[config.mk]
export PLATFORM = sky130hd
export DESIGN_NAME = seq_slice_adder
export DESIGN_NICKNAME = d
export VERILOG_FILES = /design/src/rtl/adder_pkg.sv /design/src/rtl/rca_n.sv /design/src/rtl/seq_slice_adder.sv
export SDC_FILE = /design/constraint.sdc
export NUM_CORES = 1
export LEC_CHECK = 0
export CELL_PAD_IN_SITES_DETAIL_PLACEMENT = 0
export CELL_PAD_IN_SITES_GLOBAL_PLACEMENT = 1
export CORE_ASPECT_RATIO = 0.7
export CORE_MARGIN = 2
export CORE_UTILIZATION = 40
export CTS_CLUSTER_SIZE = 28
export DETAILED_ROUTE_END_ITERATION = 6
export GPL_TIMING_DRIVEN = 0
export PLACE_DENSITY = 0.82
export SLEW_MARGIN = 15
export SYNTH_ARGS = -nofsm -noshare
export SYNTH_HDL_FRONTEND = slang
export SYNTH_HIERARCHICAL = 1
export SYNTH_SLANG_ARGS = --single-unit
[constraint.sdc]
create_clock -name clk -period 11.99 [get_ports clk]
set_input_delay 2.398 -clock clk [delete_from_list [all_inputs] [get_ports clk]]
set_output_delay 2.398 -clock clk [all_outputs]
set_load 0.05 [all_outputs]
[src/rtl/adder_pkg.sv]
// ---------------------------------------------------------------------------
// adder_pkg
// Shared types and helpers for the sequential slice adder.
//   add_state_t : two-state controller encoding (IDLE waits for start,
//                 RUN walks the slices from LSB to MSB).
//   ctrWidth()  : width of the slice counter for a given slice count,
//                 never smaller than one bit so a single-slice build
//                 still has a legal counter register.
// ---------------------------------------------------------------------------
package adder_pkg;

  typedef enum logic {IDLE, RUN} add_state_t;

  // clog2 of the slice count, clamped to at least 1 bit
  function automatic int ctrWidth(input int nsl);
    if (nsl <= 2) begin
      return 1;
    end
    return $clog2(nsl);
  endfunction

endpackage

[src/rtl/rca_n.sv]
// ---------------------------------------------------------------------------
// fa / rca_n
// fa    : single-bit full adder.
//   i_a, i_b, i_cin : addend bits and carry in
//   o_s, o_cout     : sum bit and carry out
// rca_n : N-bit combinational ripple-carry adder built from a chain of fa
//         instances.
//   A, B   [N-1:0] : addends
//   Cin            : carry into bit 0
//   S      [N-1:0] : sum
//   Cout           : carry out of bit N-1
//   c_msb          : carry into bit N-1, used for two's-complement overflow
// ---------------------------------------------------------------------------
module fa (
  input  logic i_a,
  input  logic i_b,
  input  logic i_cin,
  output logic o_s,
  output logic o_cout
);

  // Classic sum/majority equations
  assign o_s    = i_a ^ i_b ^ i_cin;
  assign o_cout = (i_a & i_b) | (i_a & i_cin) | (i_b & i_cin);

endmodule

module rca_n #(
  parameter int N = 8
) (
  input  logic [N-1:0] A,
  input  logic [N-1:0] B,
  input  logic         Cin,
  output logic [N-1:0] S,
  output logic         Cout,
  output logic         c_msb
);

  logic [N:0] w_carry;

  // Carry chain: w_carry[i] is the carry into bit i, so the chain starts at
  // Cin and its last element is the carry out of the MSB
  assign w_carry[0] = Cin;

  for (genvar i = 0; i < N; i++) begin : g_fa
    fa u_fa (
      .i_a   (A[i]),
      .i_b   (B[i]),
      .i_cin (w_carry[i]),
      .o_s   (S[i]),
      .o_cout(w_carry[i+1])
    );
  end

  // Export both ends of the MSB stage so the caller can detect overflow
  assign Cout  = w_carry[N];
  assign c_msb = w_carry[N-1];

endmodule

[src/rtl/seq_slice_adder.sv]
// ---------------------------------------------------------------------------
// seq_slice_adder
// Multi-cycle ripple-carry adder: computes {Cout,S} = A + B + Cin, SLICE bits
// per clock, holding the inter-slice carry in a register so the critical
// path is one SLICE-bit ripple regardless of WIDTH.
//
// Parameters
//   WIDTH : operand/sum width, must be a multiple of SLICE
//   SLICE : bits added per clock, 1 <= SLICE <= WIDTH
//
// Ports
//   clk   : rising-edge clock
//   rst   : synchronous active-high reset
//   start : request an add, accepted only while busy is low
//   A, B  : operands, sampled on the accepting edge only
//   Cin   : carry in, sampled on the accepting edge only
//   busy  : high while slices are being processed
//   done  : one-cycle pulse when S/Cout are valid (busy already low)
//   S     : sum, held until the next accepted start
//   Cout  : carry out of bit WIDTH-1, held like S
//   ovf   : signed overflow, only when OVF_DETECT_EN is defined
//
// Build option
//   OVF_DETECT_EN : adds the ovf port and its overflow register.
// ---------------------------------------------------------------------------
module seq_slice_adder
  import adder_pkg::*;
#(
  parameter int WIDTH = 32,
  parameter int SLICE = 8
) (
  input  logic             clk,
  input  logic             rst,
  input  logic             start,
  input  logic [WIDTH-1:0] A,
  input  logic [WIDTH-1:0] B,
  input  logic             Cin,
  output logic             busy,
  output logic             done,
  output logic [WIDTH-1:0] S,
  output logic             Cout
`ifdef OVF_DETECT_EN
  ,
  output logic             ovf
`endif
);

  localparam int NSL = (SLICE > 0) ? (WIDTH / SLICE) : 1;
  localparam int CW  = ctrWidth(NSL);
  localparam logic [CW-1:0] LAST_SLICE = CW'(NSL - 1);

  // Refuse to elaborate a configuration that cannot tile the operand evenly
  if ((SLICE < 1) || (SLICE > WIDTH) ||
      ((WIDTH % ((SLICE > 0) ? SLICE : 1)) != 0)) begin : g_badParams
    $error("seq_slice_adder: WIDTH must be a non-zero multiple of SLICE");
  end

  add_state_t       r_state;
  logic [WIDTH-1:0] r_opA;
  logic [WIDTH-1:0] r_opB;
  logic [WIDTH-1:0] r_sum;
  logic [CW-1:0]    r_cnt;
  logic             r_carry;
  logic             r_cout;
  logic             r_done;
  logic             r_busy;

  int               w_base;
  logic [SLICE-1:0] w_aSlice;
  logic [SLICE-1:0] w_bSlice;
  logic [SLICE-1:0] w_sliceSum;
  logic             w_sliceCout;

`ifdef OVF_DETECT_EN
  logic             r_ovf;
  logic             w_cMsb;
`endif

  // Bit offset of the slice being processed this cycle, and the matching
  // operand slices taken from the latched copies (never the live inputs)
  assign w_base   = int'(r_cnt) * SLICE;
  assign w_aSlice = r_opA[w_base +: SLICE];
  assign w_bSlice = r_opB[w_base +: SLICE];

  // The one and only ripple chain; it is reused for every slice with the
  // registered carry from the previous slice feeding its carry in
  rca_n #(
    .N(SLICE)
  ) u_rca (
    .A    (w_aSlice),
    .B    (w_bSlice),
    .Cin  (r_carry),
    .S    (w_sliceSum),
    .Cout (w_sliceCout),
`ifdef OVF_DETECT_EN
    .c_msb(w_cMsb)
`else
    .c_msb()
`endif
  );

  // Controller and datapath registers. IDLE latches operands and clears the
  // result on an accepted start; RUN writes one slice of the sum per edge and
  // on the last slice publishes Cout, raises done and drops back to IDLE, so
  // a start seen during the done cycle is accepted immediately. done
  // defaults low every edge, which makes it a single-cycle pulse.
  always_ff @(posedge clk) begin
    if (rst) begin
      r_state <= IDLE;
      r_opA   <= '0;
      r_opB   <= '0;
      r_sum   <= '0;
      r_cnt   <= '0;
      r_carry <= 1'b0;
      r_cout  <= 1'b0;
      r_done  <= 1'b0;
      r_busy  <= 1'b0;
`ifdef OVF_DETECT_EN
      r_ovf   <= 1'b0;
`endif
    end else begin
      r_done <= 1'b0;
      case (r_state)
        IDLE: begin
          if (start) begin
            r_opA   <= A;
            r_opB   <= B;
            r_carry <= Cin;
            r_cnt   <= '0;
            r_sum   <= '0;
            r_cout  <= 1'b0;
            r_busy  <= 1'b1;
            r_state <= RUN;
`ifdef OVF_DETECT_EN
            r_ovf   <= 1'b0;
`endif
          end
        end
        RUN: begin
          r_sum[w_base +: SLICE] <= w_sliceSum;
          r_carry                <= w_sliceCout;
          r_cnt                  <= r_cnt + CW'(1);
          if (r_cnt == LAST_SLICE) begin
            r_cout  <= w_sliceCout;
            r_done  <= 1'b1;
            r_busy  <= 1'b0;
            r_state <= IDLE;
`ifdef OVF_DETECT_EN
            r_ovf   <= w_cMsb ^ w_sliceCout;
`endif
          end
        end
        default: begin
          r_state <= IDLE;
        end
      endcase
    end
  end

  // All outputs come straight from registers
  assign busy = r_busy;
  assign done = r_done;
  assign S    = r_sum;
  assign Cout = r_cout;
`ifdef OVF_DETECT_EN
  assign ovf  = r_ovf;
`endif

endmodule

==> out/qor.csv <==
metric,value,unit
status,completed,
antenna fix cells,0,
Final Non-Filler Cells,676,
hpwl dp,8.56,mm
ys flop type,dfxtp_1,
post-CTS setup buffers,0,
WL met3,801,um
yosys warns,6,
"Distinct cells, synth",27,
Setup CP Type,reg2reg,
largest area contributor in the netlist,dfxtp_1,
die span in y,89.9,um
Tcrit/Tclk final,0.470,
Die Wd,127,um
cell with the most instances after synthesis,nand2_1,
number of synthesized flops with an enable pin,0,
fin crit period,5630,ps
"Cell Area, Synth",4220,um2
maximum VDD drop,0.0720,mV
register area share after synthesis,0.489,
Psw,0.182,mW
Slew @ Worst Pin,642,ps
TritonCTS clock tree,done,
fin nets,623,
combinational power share,0.139,
syn avg cell area,9.83,um2
"Core Util, Final",0.549,
P_int,0.555,mW
"top cells by area, synth","dfxtp_1 (49%), nand2_1 (12%), mux4_2 (8.5%), a21oi_1 (8.1%), a22o_1 (6.6%)",
hold-fix buffers at CTS,0,
port bufs,101,
post-synth top area share,0.489,
I/O pin count,103,
crit start category,register,
number of remaining DRC errors,0,
Clock transition at path regs,60,ps
pwr/cell area,130,nW/um2
vias in the first global route,3409,
Seq cells post-synth,103,
first-pass GRT wire length,18.0,mm
Clock Skew,6.01,ps
fmax,0.178,GHz
Reg power frac,0.497,
sequential cell area,2060,um2
Cells after DPL,662,
filler instances,932,
Mapped Cells,429,
clk sinks,103,
multi-input logic area,1990,um2
met1 wire length,5.53,mm
Root Buffer,clkbuf_16,
Slew HR,0.572,
"Net Count, Synth",511,
Routed WL,11.2,mm
die footprint,11400,um2
num rows,31,
Max Root-Sink Buffers,2,
DR pass1 iterations,4,
Async SR Flop Fraction,0,
Clock Power Share,0.364,
antenna violations before repair,0,
Met2 Wirelength,4.81,mm
Maximum Capacitance Violations,0,
total gr overflow,0,
drt initial violations,181,
crit path DAT,5910,ps
CTS HTree Levels,3,
Total GRT Usage,0.204,
largest net degree at the start of global routing,16,
via count,3417,
RSZ-0062 raised after global routing,false,
clock buffer count from CTS,9,
Worst Path Max Fanout,10,
final hold vios,0,
max-slew violations,0,
Skew-Pair Late Insertion Delay,340,ps
initial core utilization,0.409,
top post-synthesis cells by count,"nand2_1 (132), dfxtp_1 (103), a21oi_1 (68), a22o_1 (32), buf_2 (17)",
Max Used Layer,met4,
net switching share of the total power,0.247,
Syn-to-layout area delta,34.3,%
RePlAce Congestion,0.825,
post-CTS sizing,0,
Setup TNS,0,ps
Hold Path Class,reg2reg,
data required time of the worst path,12270,ps
post-DR wirelength/cell,16.6,um
layout cell share with drive strength beyond 1,0.110,
final setup fails,0,
area of the core,10300,um2
Static Leak,2.10,nW
DR vias/cell,5.05,
critical path endpoint category,register,
Routed Antenna Nets,0,
==> power groups by stage <==
stage                     logic (mW)  registers [mW]  clock network, mW
after floorplan               0.0558           0.375                  0
after global placement         0.101           0.373                  0
after detailed placement       0.103           0.373                  0
after CTS                      0.103           0.366              0.273
after global routing           0.113           0.367              0.282
final                          0.103           0.366              0.268
==> flip-flops by register name, indices dropped and copies added (netlist names) <==
| name | flops |
|---|---|
| done | 1 |
| busy | 1 |
| Cout | 1 |
| r_state | 1 |
| S | 32 |
| r_opA | 32 |
| r_carry | 1 |
| r_opB | 32 |
| r_cnt | 2 |
==> cells in the final DEF (no fill, tap or decap), drive strengths merged, types with 2 or more instances in the layout <==
| cell | synthesis | routed |
|---|---|---|
| nand2b | 2 | 2 |
| inv | 2 | 2 |
| buf | 22 | 22 |
| a22o | 32 | 32 |
| ha | 6 | 6 |
| nor2 | 4 | 4 |
| clkbuf | 8 | 19 |
| dfxtp | 103 | 103 |
| a21oi | 68 | 68 |
| clkinvlp | 0 | 2 |
| nand2 | 133 | 133 |
| mux4 | 16 | 16 |
| a211oi | 4 | 4 |
| fa | 8 | 8 |
| o21ai | 2 | 2 |
| nor2b | 11 | 11 |
| clkdlybuf4s50 | 0 | 101 |
| nor3b | 3 | 3 |
==> critical path: stages, from the launching register on <==
cell and delay (ps):
dfxtp_1 390, buf_2 300, buf_1 540, mux4_2 430, fa_1 450, fa_1 390
fa_1 390, fa_1 390, fa_1 400, fa_1 390, fa_1 390, fa_1 490
nor2b_1 400, a22o_1 220
==> through the flow <==
| stage | hold WS (ps) | setup slack, ps | area, um2 | power (mW) |
|---|---|---|---|---|
| after floorplan | 433 | 6940 | 4220 | 0.431 |
| after global placement | 440 | 6390 | 5400 | 0.474 |
| after detailed placement | 443 | 6370 | 5400 | 0.476 |
| after CTS | 452 | 6340 | 5670 | 0.742 |
| after global routing | 470 | 6180 | 5670 | 0.762 |
| final | 455 | 6360 | 5670 | 0.737 |
==> layer usage <==
layer  global-route usage  up-vias
met5                    0        -
met4               0.0412        0
met3               0.0452        9
met2                0.313      116
met1                0.299     1592
li1                     -     1700
==> path summary, 6_finish.rpt <==
check        depth (start not counted)  slack, ps                     end                   start
max                                 13       6360       S[7]$_SDFFE_PP0P_   r_cnt[1]$_SDFFE_PP0P_
min reg2reg                          2        460  r_opA[16]$_SDFFE_PP0P_  r_opA[16]$_SDFFE_PP0P_
min                                  2        460  r_opA[16]$_SDFFE_PP0P_  r_opA[16]$_SDFFE_PP0P_
max reg2reg                         13       6360       S[7]$_SDFFE_PP0P_   r_cnt[1]$_SDFFE_PP0P_
==> final cells by class <==
| class | count | area share |
|---|---|---|
| sequential | 103 | 0.364 |
| multi-input combinational | 294 | 0.352 |
| timing repair buffer | 101 | 0.178 |
| clock buffer | 11 | 0.0446 |
| tap | 132 | 0.0291 |
| buffer | 30 | 0.0276 |
| clock inverter | 3 | 0.00353 |
| inverter | 2 | 0.00132 |
==> kinds of logic after synthesis <==
| logic type | count (synthesis) | share of synthesized area |
|---|---|---|
| simple gates | 157 | 0.160 |
| mux | 17 | 0.0878 |
| compound gates | 106 | 0.168 |
| flops | 103 | 0.489 |
| fa+ha+maj | 14 | 0.0558 |
| buf+inv | 32 | 0.0388 |
Note: power is estimated with default switching activity, not from simulation.
==> RTL edit (same flow settings) <==
Build with the macro `OVF_DETECT_EN` defined.
--- a/src/rtl/seq_slice_adder.sv
+++ b/src/rtl/seq_slice_adder.sv
@@ -23,6 +23,8 @@
 // Build option
 //   OVF_DETECT_EN : adds the ovf port and its overflow register.
 // ---------------------------------------------------------------------------
+`define OVF_DETECT_EN
+
 module seq_slice_adder
   import adder_pkg::*;
 #(
Formal check against the unedited RTL (old outputs only; new: ovf): equivalent (equiv_simple and equiv_induct, registers matched by name and starting in step).
==> RTL edit against the unedited design <==
- first-iteration DRC count up 11%
- clock skew is essentially flat
- critical path depth grew 1
- final cell count grew 3.0%
- setup slack improved by 0.15 ns
- synthesized area grew 2.7%
- wire length rose by 3.3%
- utilization increased by 0.90 points
- sequential cell count is 1 higher
- final area increased by 2.8%
- power grew 4.2%
- critical endpoint is now S[31]
- largest cell class unchanged
- largest power group unchanged
==> RTL edit: results (changes against the unedited design) <==
The placed wire-length estimate after detailed placement was 8740 µm (+2.1%). The worst-case vdd ir drop is 72.9 µV (+1.2%). The length of routed wiring on met1 is 5610 µm (+1.4%). The total routing resource utilization after global routing came to 20.6% (+0.24 points). The number of cell instances on the worst register-to-register path came to 14 (+1).

In the post-synthesis netlist, the biggest area contributors are dfxtp_1 48%, nand2_1 11%, mux4_2 8.3%. The gate count of the mapped netlist came out at 445 (+3.7%). The count of buffers from port buffering is 103 (+2.0%).

The number of clock buffer instances in the layout came out at 10 (-1). The final core utilization is 55.8% (+0.90 points). The multi-input logic portion of the cell area came out at 34.2% (-0.99 points). The worst slack at placement is 6.51 ns (+0.147 ns). The final clock skew came out at 0.00591 ns (-0.0000992 ns). The largest net degree at the start of global routing is 18 (+2).

The iteration-0 DRC count of the detailed router came to 201 (+11%). The power attributed to combinational cells is 107 µW (+4%). The number of global-route vias before repair came out at 3421 (+0.35%). Following the worst setup path forward leads to its endpoint at S[31].

The worst endpoint data arrival time came out at 5.76 ns (-0.15 ns). The multi-input logic area came out at 0.00199 mm² (-0.13%). The number of non-filler instances in the completed layout came out at 696 (+3.0%). The count of plain and timing-repair buffers came to 136 (+3.8%). The met3 layer usage reported by global route came to 6.07% (+1.5 points). The post-synth net total came to 527 (+3.1%). The mean number of vias per cell came to 5.02 (-0.63%). The met1 capacity usage during global routing is 29.4% (-0.45 points). The filler cell count came to 906 (-2.8%). The global-route track usage on met2 is 29.8% (-1.4 points). The power dissipated in the clock network came out at 291 µW (+8.6%).

Tracing the worst setup path back leads to its startpoint at r_cnt[0]. For hold timing, the worst endpoint is r_opA[20]. The non-clock inverter total of the final layout came out at 10 (+8).

The met3 wire length is 854 µm (+6.6%). The met2 routed wirelength was 4950 µm (+3.0%). The origin of the worst min-delay path is r_opA[20]. The register-to-register setup slack is 6.51 ns (+0.15 ns). The net switching power is 193 µW (+6.1%). The clock network area share is 5.11% (+0.30 points). The largest individual stage delay along the critical path comes from the cell mux4_2. The number of nets in the finished design is 641 (+2.9%). The total number of clock tree sinks came out at 104 (+0.97%). The post-layout minimum cycle time was 5.48 ns (-0.148 ns).

The non-clock buffer contribution to total cell area is 21.5% (+0.90 points). The static power due to leakage was 2.18 nW (+3.5%). The number of detailed-route iterations in the first pass came to 5 (+1).

The proportion of synthesized chip area in sequential cells came out at 48.1% (-0.81 points). The share of final-layout standard cells stronger than drive strength 1 is 10.5% (-0.57 points). The register area came out at 0.00208 mm² (+0.97%). The run finished with clean final reports. The count of cell types in the netlist came to 29 (+7.4%). The global-route wire length before repair came out at 18200 µm (+1.2%). The smallest hold slack is 0.453 ns (-0.00263 ns).
RTL edit: changes by cell type after synthesis, sizes merged, moves of 3 or more:
| cell | change |
|---|---|
| a22o | -8 |
| inv | +8 |
| o2bb2ai | +8 |
| buf | +4 |
| nand2 | -3 |
RTL edit: kinds of logic (layout without fill, tap and decap cells):
group / count (synthesis) / after routing / share of synthesized area [%]
AOI/OAI and AO/OA: 107 / 107 / 16.5
and+or+nand+nor: 159 / 159 / 15.3
xor gates and xnor gates: 1 / 1 / 0.202
buffers and inverters: 43 / 162 / 5.98
DFF: 104 / 104 / 48.1
adders and majority gates: 14 / 14 / 5.43
muxes: 17 / 17 / 8.55
RTL edit: worst reg2reg max path, delay by kind of cell, from the launching register on:
kind                     cells  cell delay, ns
adder cells (fa/ha/maj)      8            3.33
buffers and inverters        3            0.53
AND/OR/NAND/NOR              1            0.38
multiplexers                 1            0.55
AO/OA/AOI/OAI                1            0.13
flip-flops                   1            0.49
